`src/rtl/ifetch_fq_if.sv`:
```
// ifetch_fq_if: icache/predictor/redirect/decode bundle of the fetch stage.
interface ifetch_fq_if #(
  parameter int PC_BITS    = 32,
  parameter int INSTR_BITS = 32,
  parameter int FQ_DEPTH   = 4
);
  logic [PC_BITS-1:0]         current_pc;
  logic                       hit_cache;
  logic                       is_half;
  logic [INSTR_BITS-1:0]      instruction_in;
  logic [PC_BITS-1:0]         pred_next_pc;
  logic                       pred_taken;
  logic                       must_flush;
  logic [PC_BITS-1:0]         correct_address;
  logic                       invalid_prediction;
  logic                       invalid_instruction;
  logic [PC_BITS-1:0]         old_pc;
  logic [2*PC_BITS-1:0]       data_out;
  logic                       taken_branch;
  logic                       valid_o;
  logic                       ready_in;
  logic [$clog2(FQ_DEPTH):0]  fq_count;
  modport master (
    output current_pc, data_out, taken_branch, valid_o, fq_count,
    input  hit_cache, is_half, instruction_in, pred_next_pc, pred_taken, must_flush,
           correct_address, invalid_prediction, invalid_instruction, old_pc, ready_in
  );
  modport slave (
    input  current_pc, data_out, taken_branch, valid_o, fq_count,
    output hit_cache, is_half, instruction_in, pred_next_pc, pred_taken, must_flush,
           correct_address, invalid_prediction, invalid_instruction, old_pc, ready_in
  );
endinterface

```
`src/rtl/ifetch_fq.sv`:
```
// ifetch_fq: fetch PC generation, half-instruction assembly, miss-time redirect latch and fetch queue.
// Define IFQ_BYPASS_EN to forward a push straight to decode when the queue is empty.
module ifetch_fq #(
  parameter int                 PC_BITS    = 32,
  parameter int                 INSTR_BITS = 32,
  parameter int                 FQ_DEPTH   = 4,
  parameter logic [PC_BITS-1:0] RESET_PC   = '0
) (
  input logic        clk,
  input logic        rst_n,
  ifetch_fq_if.master bus
);
  localparam int HB = INSTR_BITS / 2;
  localparam int AW = $clog2(FQ_DEPTH);
  localparam int CW = AW + 1;
  typedef enum logic {IDLE, WAIT} half_e;
  typedef enum logic [1:0] {NONE, LOW, HIGH} pend_e;
  logic [PC_BITS-1:0]    pc_q, pc_d, hnx_q, hnx_d, ptgt_q, ptgt_d, push_pc;
  logic [HB-1:0]         hlow_q, hlow_d;
  logic                  htk_q, htk_d, push_tk;
  logic [INSTR_BITS-1:0] push_ins;
  half_e                 half_q, half_d;
  pend_e                 pend_q, pend_d;
  logic [CW-1:0]         cnt_q, cnt_d;
  logic [AW-1:0]         wptr_q, wptr_d, rptr_q, rptr_d;
  logic [PC_BITS-1:0]    mem_pc [FQ_DEPTH];
  logic [INSTR_BITS-1:0] mem_ins [FQ_DEPTH];
  logic                  mem_tk [FQ_DEPTH];
  logic                  redir, fetch_en, push, pop, st, byp;
  assign redir    = bus.must_flush | bus.invalid_prediction | bus.invalid_instruction;
  assign fetch_en = (cnt_q != CW'(FQ_DEPTH)) & ~redir & (pend_q == NONE);
  always_comb begin
    pc_d     = pc_q;
    half_d   = half_q;
    hlow_d   = hlow_q;
    htk_d    = htk_q;
    hnx_d    = hnx_q;
    pend_d   = pend_q;
    ptgt_d   = ptgt_q;
    push     = 1'b0;
    push_pc  = pc_q;
    push_ins = bus.instruction_in;
    push_tk  = bus.pred_taken;
    if (bus.hit_cache && (redir || pend_q != NONE)) begin
      pc_d   = bus.must_flush ? bus.correct_address : (pend_q != NONE) ? ptgt_q : bus.old_pc;
      pend_d = NONE;
      half_d = IDLE;
    end else if (redir) begin
      half_d = IDLE;
      if (bus.must_flush) begin
        pend_d = HIGH;
        ptgt_d = bus.correct_address;
      end else if (pend_q == NONE) begin
        pend_d = LOW;
        ptgt_d = bus.old_pc;
      end
    end else if (bus.hit_cache && fetch_en) begin
      if (half_q == WAIT) begin
        push     = 1'b1;
        push_pc  = pc_q - PC_BITS'(2);
        push_ins = {bus.instruction_in[HB-1:0], hlow_q};
        push_tk  = htk_q;
        pc_d     = hnx_q;
        half_d   = IDLE;
      end else if (bus.is_half) begin
        hlow_d = bus.instruction_in[HB-1:0];
        htk_d  = bus.pred_taken;
        hnx_d  = bus.pred_next_pc;
        pc_d   = pc_q + PC_BITS'(2);
        half_d = WAIT;
      end else begin
        push = 1'b1;
        pc_d = bus.pred_next_pc;
      end
    end
  end
`ifdef IFQ_BYPASS_EN
  assign byp = push & (cnt_q == '0) & bus.ready_in;
`else
  assign byp = 1'b0;
`endif
  // A redirect voids any pop in the same cycle along with the queue contents.
  assign pop    = (cnt_q != '0) & bus.ready_in & ~redir;
  assign st     = push & ~byp;
  assign cnt_d  = redir ? '0 : cnt_q + CW'(st) - CW'(pop);
  assign wptr_d = redir ? '0 : wptr_q + AW'(st);
  assign rptr_d = redir ? '0 : rptr_q + AW'(pop);
  always_ff @(posedge clk or negedge rst_n) begin
    if (!rst_n) begin
      pc_q   <= RESET_PC;
      half_q <= IDLE;
      hlow_q <= '0;
      htk_q  <= 1'b0;
      hnx_q  <= '0;
      pend_q <= NONE;
      ptgt_q <= '0;
      cnt_q  <= '0;
      wptr_q <= '0;
      rptr_q <= '0;
    end else begin
      pc_q   <= pc_d;
      half_q <= half_d;
      hlow_q <= hlow_d;
      htk_q  <= htk_d;
      hnx_q  <= hnx_d;
      pend_q <= pend_d;
      ptgt_q <= ptgt_d;
      cnt_q  <= cnt_d;
      wptr_q <= wptr_d;
      rptr_q <= rptr_d;
    end
  end
  always_ff @(posedge clk) begin
    if (st) begin
      mem_pc[wptr_q]  <= push_pc;
      mem_ins[wptr_q] <= push_ins;
      mem_tk[wptr_q]  <= push_tk;
    end
  end
  assign bus.current_pc   = pc_q;
  assign bus.fq_count     = cnt_q;
  assign bus.valid_o      = (cnt_q != '0) | byp;
  assign bus.data_out     = byp ? {push_pc, push_ins} : {mem_pc[rptr_q], mem_ins[rptr_q]};
  assign bus.taken_branch = byp ? push_tk : mem_tk[rptr_q];
endmodule

```
`src/flat_wrapper.sv`:
```
// flat-port wrapper written by rule: the top's interface ports become plain ports
module ifetch_fq_flat 
#(
  parameter int                 PC_BITS    = 32,
  parameter int                 INSTR_BITS = 32,
  parameter int                 FQ_DEPTH   = 4,
  parameter logic [PC_BITS-1:0] RESET_PC   = '0
)
  (clk, rst_n, bus_current_pc, bus_data_out, bus_taken_branch, bus_valid_o, bus_fq_count, bus_hit_cache, bus_is_half, bus_instruction_in, bus_pred_next_pc, bus_pred_taken, bus_must_flush, bus_correct_address, bus_invalid_prediction, bus_invalid_instruction, bus_old_pc, bus_ready_in);
  ifetch_fq_if #(.PC_BITS(PC_BITS), .INSTR_BITS(INSTR_BITS), .FQ_DEPTH(FQ_DEPTH)) bus_i ();
  input logic clk;
  input logic rst_n;
  output wire logic [$bits(bus_i.current_pc)-1:0] bus_current_pc;
  output wire logic [$bits(bus_i.data_out)-1:0] bus_data_out;
  output wire logic [$bits(bus_i.taken_branch)-1:0] bus_taken_branch;
  output wire logic [$bits(bus_i.valid_o)-1:0] bus_valid_o;
  output wire logic [$bits(bus_i.fq_count)-1:0] bus_fq_count;
  input wire logic [$bits(bus_i.hit_cache)-1:0] bus_hit_cache;
  input wire logic [$bits(bus_i.is_half)-1:0] bus_is_half;
  input wire logic [$bits(bus_i.instruction_in)-1:0] bus_instruction_in;
  input wire logic [$bits(bus_i.pred_next_pc)-1:0] bus_pred_next_pc;
  input wire logic [$bits(bus_i.pred_taken)-1:0] bus_pred_taken;
  input wire logic [$bits(bus_i.must_flush)-1:0] bus_must_flush;
  input wire logic [$bits(bus_i.correct_address)-1:0] bus_correct_address;
  input wire logic [$bits(bus_i.invalid_prediction)-1:0] bus_invalid_prediction;
  input wire logic [$bits(bus_i.invalid_instruction)-1:0] bus_invalid_instruction;
  input wire logic [$bits(bus_i.old_pc)-1:0] bus_old_pc;
  input wire logic [$bits(bus_i.ready_in)-1:0] bus_ready_in;
  assign bus_current_pc = bus_i.current_pc;
  assign bus_data_out = bus_i.data_out;
  assign bus_taken_branch = bus_i.taken_branch;
  assign bus_valid_o = bus_i.valid_o;
  assign bus_fq_count = bus_i.fq_count;
  assign bus_i.hit_cache = bus_hit_cache;
  assign bus_i.is_half = bus_is_half;
  assign bus_i.instruction_in = bus_instruction_in;
  assign bus_i.pred_next_pc = bus_pred_next_pc;
  assign bus_i.pred_taken = bus_pred_taken;
  assign bus_i.must_flush = bus_must_flush;
  assign bus_i.correct_address = bus_correct_address;
  assign bus_i.invalid_prediction = bus_invalid_prediction;
  assign bus_i.invalid_instruction = bus_invalid_instruction;
  assign bus_i.old_pc = bus_old_pc;
  assign bus_i.ready_in = bus_ready_in;
  ifetch_fq #(.PC_BITS(PC_BITS), .INSTR_BITS(INSTR_BITS), .FQ_DEPTH(FQ_DEPTH), .RESET_PC(RESET_PC)) u_core (.clk(clk), .rst_n(rst_n), .bus(bus_i));
endmodule
```
`config.mk`:
```
export PLATFORM = sky130hd
export DESIGN_NAME = ifetch_fq_flat
export DESIGN_NICKNAME = d
export VERILOG_FILES = /design/src/rtl/ifetch_fq_if.sv /design/src/rtl/ifetch_fq.sv /design/src/flat_wrapper.sv
export SDC_FILE = /design/constraint.sdc
export NUM_CORES = 1
export LEC_CHECK = 0
export CAP_MARGIN = 25
export CORE_MARGIN = 8
export CORE_UTILIZATION = 60
export CTS_CLUSTER_SIZE = 24
export DETAILED_ROUTE_END_ITERATION = 6
export GPL_TIMING_DRIVEN = 0
export HOLD_SLACK_MARGIN = 0.02
export PLACE_DENSITY = 0.89
export SYNTH_ARGS = -nofsm -noshare
export SYNTH_HDL_FRONTEND = slang
export SYNTH_SLANG_ARGS = --single-unit
```
`constraint.sdc`:
```
create_clock -name clk -period 16.4 [get_ports clk]
set_input_delay 1.64 -clock clk [delete_from_list [all_inputs] [get_ports clk]]
set_output_delay 1.64 -clock clk [all_outputs]
set_load 0.005 [all_outputs]
```
# ---- Word level (Yosys, flattened, before mapping)
# Memories as Yosys holds them, arrays and structs flattened.
# Cells that the tools add are included.
dict set report totals {
  mem_count 3
  word_cells 85
  output_inout_bits 101
  ram_bits 260
  ff_bits 123
  input_bits 137
}
dict set report op_classes {
  muxes 40
  reduce_logical 15
  n_eq_ne 2
  n_bitwise 9
  add_sub_neg 6
}
# name words width read_ports rd_clocked_by_memory_dff write_ports line_no
set memory_table {}
lappend memory_table {u_core.mem_ins 4 32 1 0 1 ifetch_fq.sv:27} ;# logic [INSTR_BITS-1:0] mem_ins [FQ_DEPTH];
lappend memory_table {u_core.mem_pc 4 32 1 0 1 ifetch_fq.sv:26} ;# logic [PC_BITS-1:0] mem_pc [FQ_DEPTH];
lappend memory_table {u_core.mem_tk 4 1 1 0 1 ifetch_fq.sv:28} ;# logic mem_tk [FQ_DEPTH];
# op count
set ops {}
lappend ops {{$mux 32} 17}
lappend ops {{$add 32x2->32 const B} 1}
lappend ops {{$sub 32x2->32 const B} 1}
lappend ops {{$mux 1} 16}
lappend ops {{$mux 2} 6}
lappend ops {{$reduce_bool 3->1} 3}
lappend ops {{$reduce_bool 2->1} 4}
lappend ops {{$reduce_and 5->1} 1}
lappend ops {{$add 2x1->2} 2}
lappend ops {{$and 1x1->1} 4}
lappend ops {{$reduce_and 2->1} 2}
lappend ops {{$add 3x1->3} 1}
lappend ops {{$mux 3} 1}
lappend ops {{$ne 3x3->1 const B} 1}
lappend ops {{$not 1->1} 3}
lappend ops {{$reduce_and 3->1} 1}
lappend ops {{$sub 3x1->3} 1}
lappend ops {{$logic_and 1x1->1} 2}
lappend ops {{$logic_not 2->1} 1}
lappend ops {{$ne 2x2->1 const B} 1}
lappend ops {{$or 1x1->1} 2}
lappend ops {{$logic_or 1x1->1} 1}

# ---- Depth between registers and ports, before layout
dict set report depth {
  word_depth 12
  mapped_depth 11
  depth_no_buf 10
}

# ---- Worst setup path before layout
# No wires, ideal clock.
dict set report synth_path {
  path_type {input to register}
  startpoint {in bus_must_flush}
  endpoint {mem u_core.mem_ins[2][0], enable pin}
  setup_time_ps 671
  arrival_ps 9095
  slack_ps 6634
  stages 5
  required_time_ps 15729
  n_path_buf 2
  cell_sequence {buf_6 -> nor3_4 -> nand4_1 -> clkbuf_1 -> nor4b_1}
}
dict set report synth_between {
  elab_chain_cells 11
  elab_cells_between_ends 13
  cone_classes {mux: 5; bitwise: 5; reduce/logical: 3}
}
# item line_no
set synth_lines {}
lappend synth_lines {{start: declaration} flat_wrapper.sv:23} ;# input wire logic [$bits(bus_i.must_flush)-1:0] bus_must_flush;
lappend synth_lines {{$or 1x1->1 * (2 in a row)} ifetch_fq.sv:30} ;# assign redir = bus.must_flush | bus.invalid_prediction | bus.invalid_instruction;
lappend synth_lines {{$not 1->1 (no line)} -}
lappend synth_lines {{$and 1x1->1 (2 in a row)} ifetch_fq.sv:31} ;# assign fetch_en = (cnt_q != CW'(FQ_DEPTH)) & ~redir & (pend_q == NONE);
lappend synth_lines {{$logic_and 1x1->1} ifetch_fq.sv:57} ;# end else if (bus.hit_cache && fetch_en) begin
lappend synth_lines {{$mux 1} ifetch_fq.sv:57}
lappend synth_lines {{$mux 1} ifetch_fq.sv:48} ;# end else if (redir) begin
lappend synth_lines {{$mux 1 *} ifetch_fq.sv:44} ;# if (bus.hit_cache && (redir || pend_q != NONE)) begin
lappend synth_lines {{$mux 1 *} ifetch_fq.sv:114} ;# if (st) begin
lappend synth_lines {{$mux 1 (not written as such) *} ifetch_fq.sv:116} ;# mem_ins[wptr_q] <= push_ins;
lappend synth_lines {{end: declaration} ifetch_fq.sv:27}
# Every way passes the cells marked *; elsewhere a longest branch is shown, timed or not.

# ---- Worst setup path after layout
dict set report layout_path {
  startpoint {reg u_core.rptr_q[0]}
  endpoint {out bus_data_out[50]}
}
dict set report layout_between {
  elab_chain_cells 1
}
# item line_no
set layout_lines {}
lappend layout_lines {{start: declaration} ifetch_fq.sv:25} ;# logic [AW-1:0] wptr_q, wptr_d, rptr_q, rptr_d;
lappend layout_lines {{start signal: assignment} ifetch_fq.sv:110} ;# rptr_q <= rptr_d;
lappend layout_lines {{$mem_v2 4x32} -}
lappend layout_lines {{end: declaration} flat_wrapper.sv:14} ;# output wire logic [$bits(bus_i.data_out)-1:0] bus_data_out;
# No other way between the ends.

==> impl_metrics.toml <==
[clock_network]
root_buffer = "clkbuf_16"
cts_sinks = 383
ctsHoldBuffers = 0
cts.reportedPaths.clkPinSlew_ns = 0.07
clockBufferDepth = 3
cts_buffers = 39
post_cts_resized = 0
htreeDepth = 2
cts_tree = "done"
clock_latency_ns = 0.53
post_cts_buffers = 0

[logic_synthesis]
synthAdderAreaFrac = 0.00538
synth_top_family_by_area = "multiplexers"
synth.avg_cell_area_um2 = 13.7
ys_types = 78
yosysWarnings = 0
syn_inst = 1287
synth-seq-area-share = 0.615
synth-edff-count = 260
synthSimpleGateAreaFrac = 0.110
synthFlopType = "edfxtp_1"
synth-compound-area-share = 0.0805
synth.cell_area_um2 = 17700
synth_fp_nets = 1431
synth-xor-area-share = 0.0192
synth_mux_area_frac = 0.139
yosys_register_bits = 383
ys_async_sr_fraction = 0.321

[sta]
finalSetupTns_ns = 0
fin_crit_sh = 0.289
grt_setup_unrepaired = "no"
worst_pin_slew_ns = 1.02
relSlewSlack = 0.314
timing_hold_violations_final = 0
hold_slack_ns = 0.507
skew_ns = 0.0177
max_freq_ghz = 0.211
setup_viol = 0
period_minus_slack_ns = 4.74
drv_slew = 0

[floorplanning]
placementRows = 63
core-area_um2 = 29300
die_h_um = 188
die-area_um2 = 35200
pin_count = 238
die_w_um = 188
initial_utilization = 0.603

[drt]
drtIter0Drc = 1063
drtAntennaViolNets = 0
drt_wl_total_mm = 51.8
drc_errors = 0
dr.pass1.iters = 5
vias = 12600
wl_per_cell_um = 25.8
via_per_inst = 6.30

[power]
powerDensity_nw_per_um2 = 106
leakage_nw = 7.97
ir_worst_vdd_v = 0.0000663

[setup_path]
startpoint = "u_core.rptr_q[0]"
critPathKind = "reg2out"
crit_path_top_delay_cell = "mux4_2"
rr_startpoint = "u_core.half_q"
cp.depth = 4
start_kind = "flop"
critical-path-top-delay-family = "buffers and inverters"
crit_path_max_fanout = 10
reg2regPathDepth = 8
r2r_setup_slack_ns = 12.99
endpoint = "bus_data_out[50]"
cpPeakStageDelay_ns = 0.59
crit_buf_inv = 3
arrival_ns = 3.10
crit_path_end_kind = "output port"
crit_chain = "clkbuf_1 -> buf_2 -> mux4_2 -> clkdlybuf4s50_1"
crit_required_ns = 14.76
worst_r2r_endpoint = "u_core.mem_ins[2][8]"

[placed_design]
dp_hpwl_mm = 37.2
gp_congestion = 0.920
io_buffers = 235
dp_cells = 1936

[grt]
grt_max_degree = 85
antenna_found_initial = 4
grt.total_usage = 0.291
grt_pass1_vias = 13200
grt-ovfl-total = 0
grt_pass1_wl_mm = 79.3

[cells_and_area]
final_cell_mix = "edfxtp_1 (260), clkdlybuf4s50_1 (234), nand2_1 (161)"
fillers = 1827
area_delta_synth_final_pct = 25.1
multi_input_area_um2 = 6290
layout.cells.most_common = "edfxtp_1"
layout.nets = 1731
fin_cells = 2007
seq_area_um2 = 10900
drive_above_1_share = 0.175
diodes = 0

[flow_run]
maxCapViolations = 0

[outcome]
status = "complete, no violations"

[worst_hold_path]
hp-class = "reg2reg"
Yosys cell counts, types with 14 or more instances:
library cell  count  share of area
a211oi_1         14         0.0059
a21oi_1          42          0.012
a31oi_1          19         0.0067
buf_2            30         0.0085
clkbuf_1         47          0.010
dfrtp_1         123           0.17
edfxtp_1        260           0.44
mux2_2           54          0.034
mux2i_1          39          0.022
mux4_2           65          0.083
nand2_1         161          0.034
nand2b_1         20         0.0071
nand3_1          25         0.0071
nor2_1           76          0.016
o211ai_1         15         0.0064
o21ai_0          41          0.012
xnor2_1          29          0.014
where the power goes:
group / total (mW) / internal, mW / switching, mW
Combinational: 0.294 / 0.139 / 0.156
Clock: 0.909 / 0.549 / 0.361
Sequential: 1.14 / 1.10 / 0.0421
Total: 2.35 / 1.79 / 0.558
cell type report:
type / count / share of cell area
buffer: 99 / 0.0223
multi-input combinational: 793 / 0.284
clock buffer: 59 / 0.0502
inverter: 12 / 0.00204
clock inverter: 12 / 0.00933
timing repair buffer: 259 / 0.118
tap: 390 / 0.0221
sequential: 383 / 0.492
through the flow:
step	cell area, µm²	utilization	power (mW)	setup slack, ns
after floorplan	17700	-	1.31	6.63
after global routing	22100	0.754	2.42	11.49
after detailed placement	20800	0.710	1.45	11.46
final	22100	0.754	2.35	11.66
after CTS	22100	0.754	2.35	11.58
after global placement	20500	0.700	1.43	1.30
kinds of logic after synthesis:
| family | count (synthesis) |
|---|---|
| buf+inv | 111 |
| flops | 383 |
| simple gates | 381 |
| fa+ha+maj | 7 |
| compound gates | 209 |
| mux | 158 |
| xor+xnor | 38 |
metal layers:
metal,track usage,routed length [µm]
met1,0.359,19300
met2,0.498,26100
met3,0.0698,4730
met4,0.0961,1630
met5,0,55
worst min-delay path by stage:
stage	cells after the start	slack, ns	to	start
after floorplan	1	0.47	u_core.hnx_q[12]	u_core.hnx_q[12]
after global placement	1	0.48	u_core.hnx_q[21]	u_core.hnx_q[21]
after detailed placement	1	0.49	u_core.hnx_q[21]	u_core.hnx_q[21]
after CTS	1	0.51	u_core.hnx_q[21]	u_core.hnx_q[21]
after global routing	1	0.51	u_core.hnx_q[21]	u_core.hnx_q[21]
final	1	0.51	u_core.hnx_q[4]	u_core.hnx_q[4]
registers in the layout, summed over array words and instances, names as in the netlist, 2 cells and up:
register and count:
u_core.rptr_q 2, u_core.mem_pc 128, u_core.mem_ins 128, u_core.wptr_q 2
u_core.mem_tk 4, u_core.pend_q 2, u_core.ptgt_q 32, u_core.hlow_q 16
u_core.bus.current_pc 32, u_core.hnx_q 32, u_core.bus.fq_count 3
(Power assumes the default switching activity.)
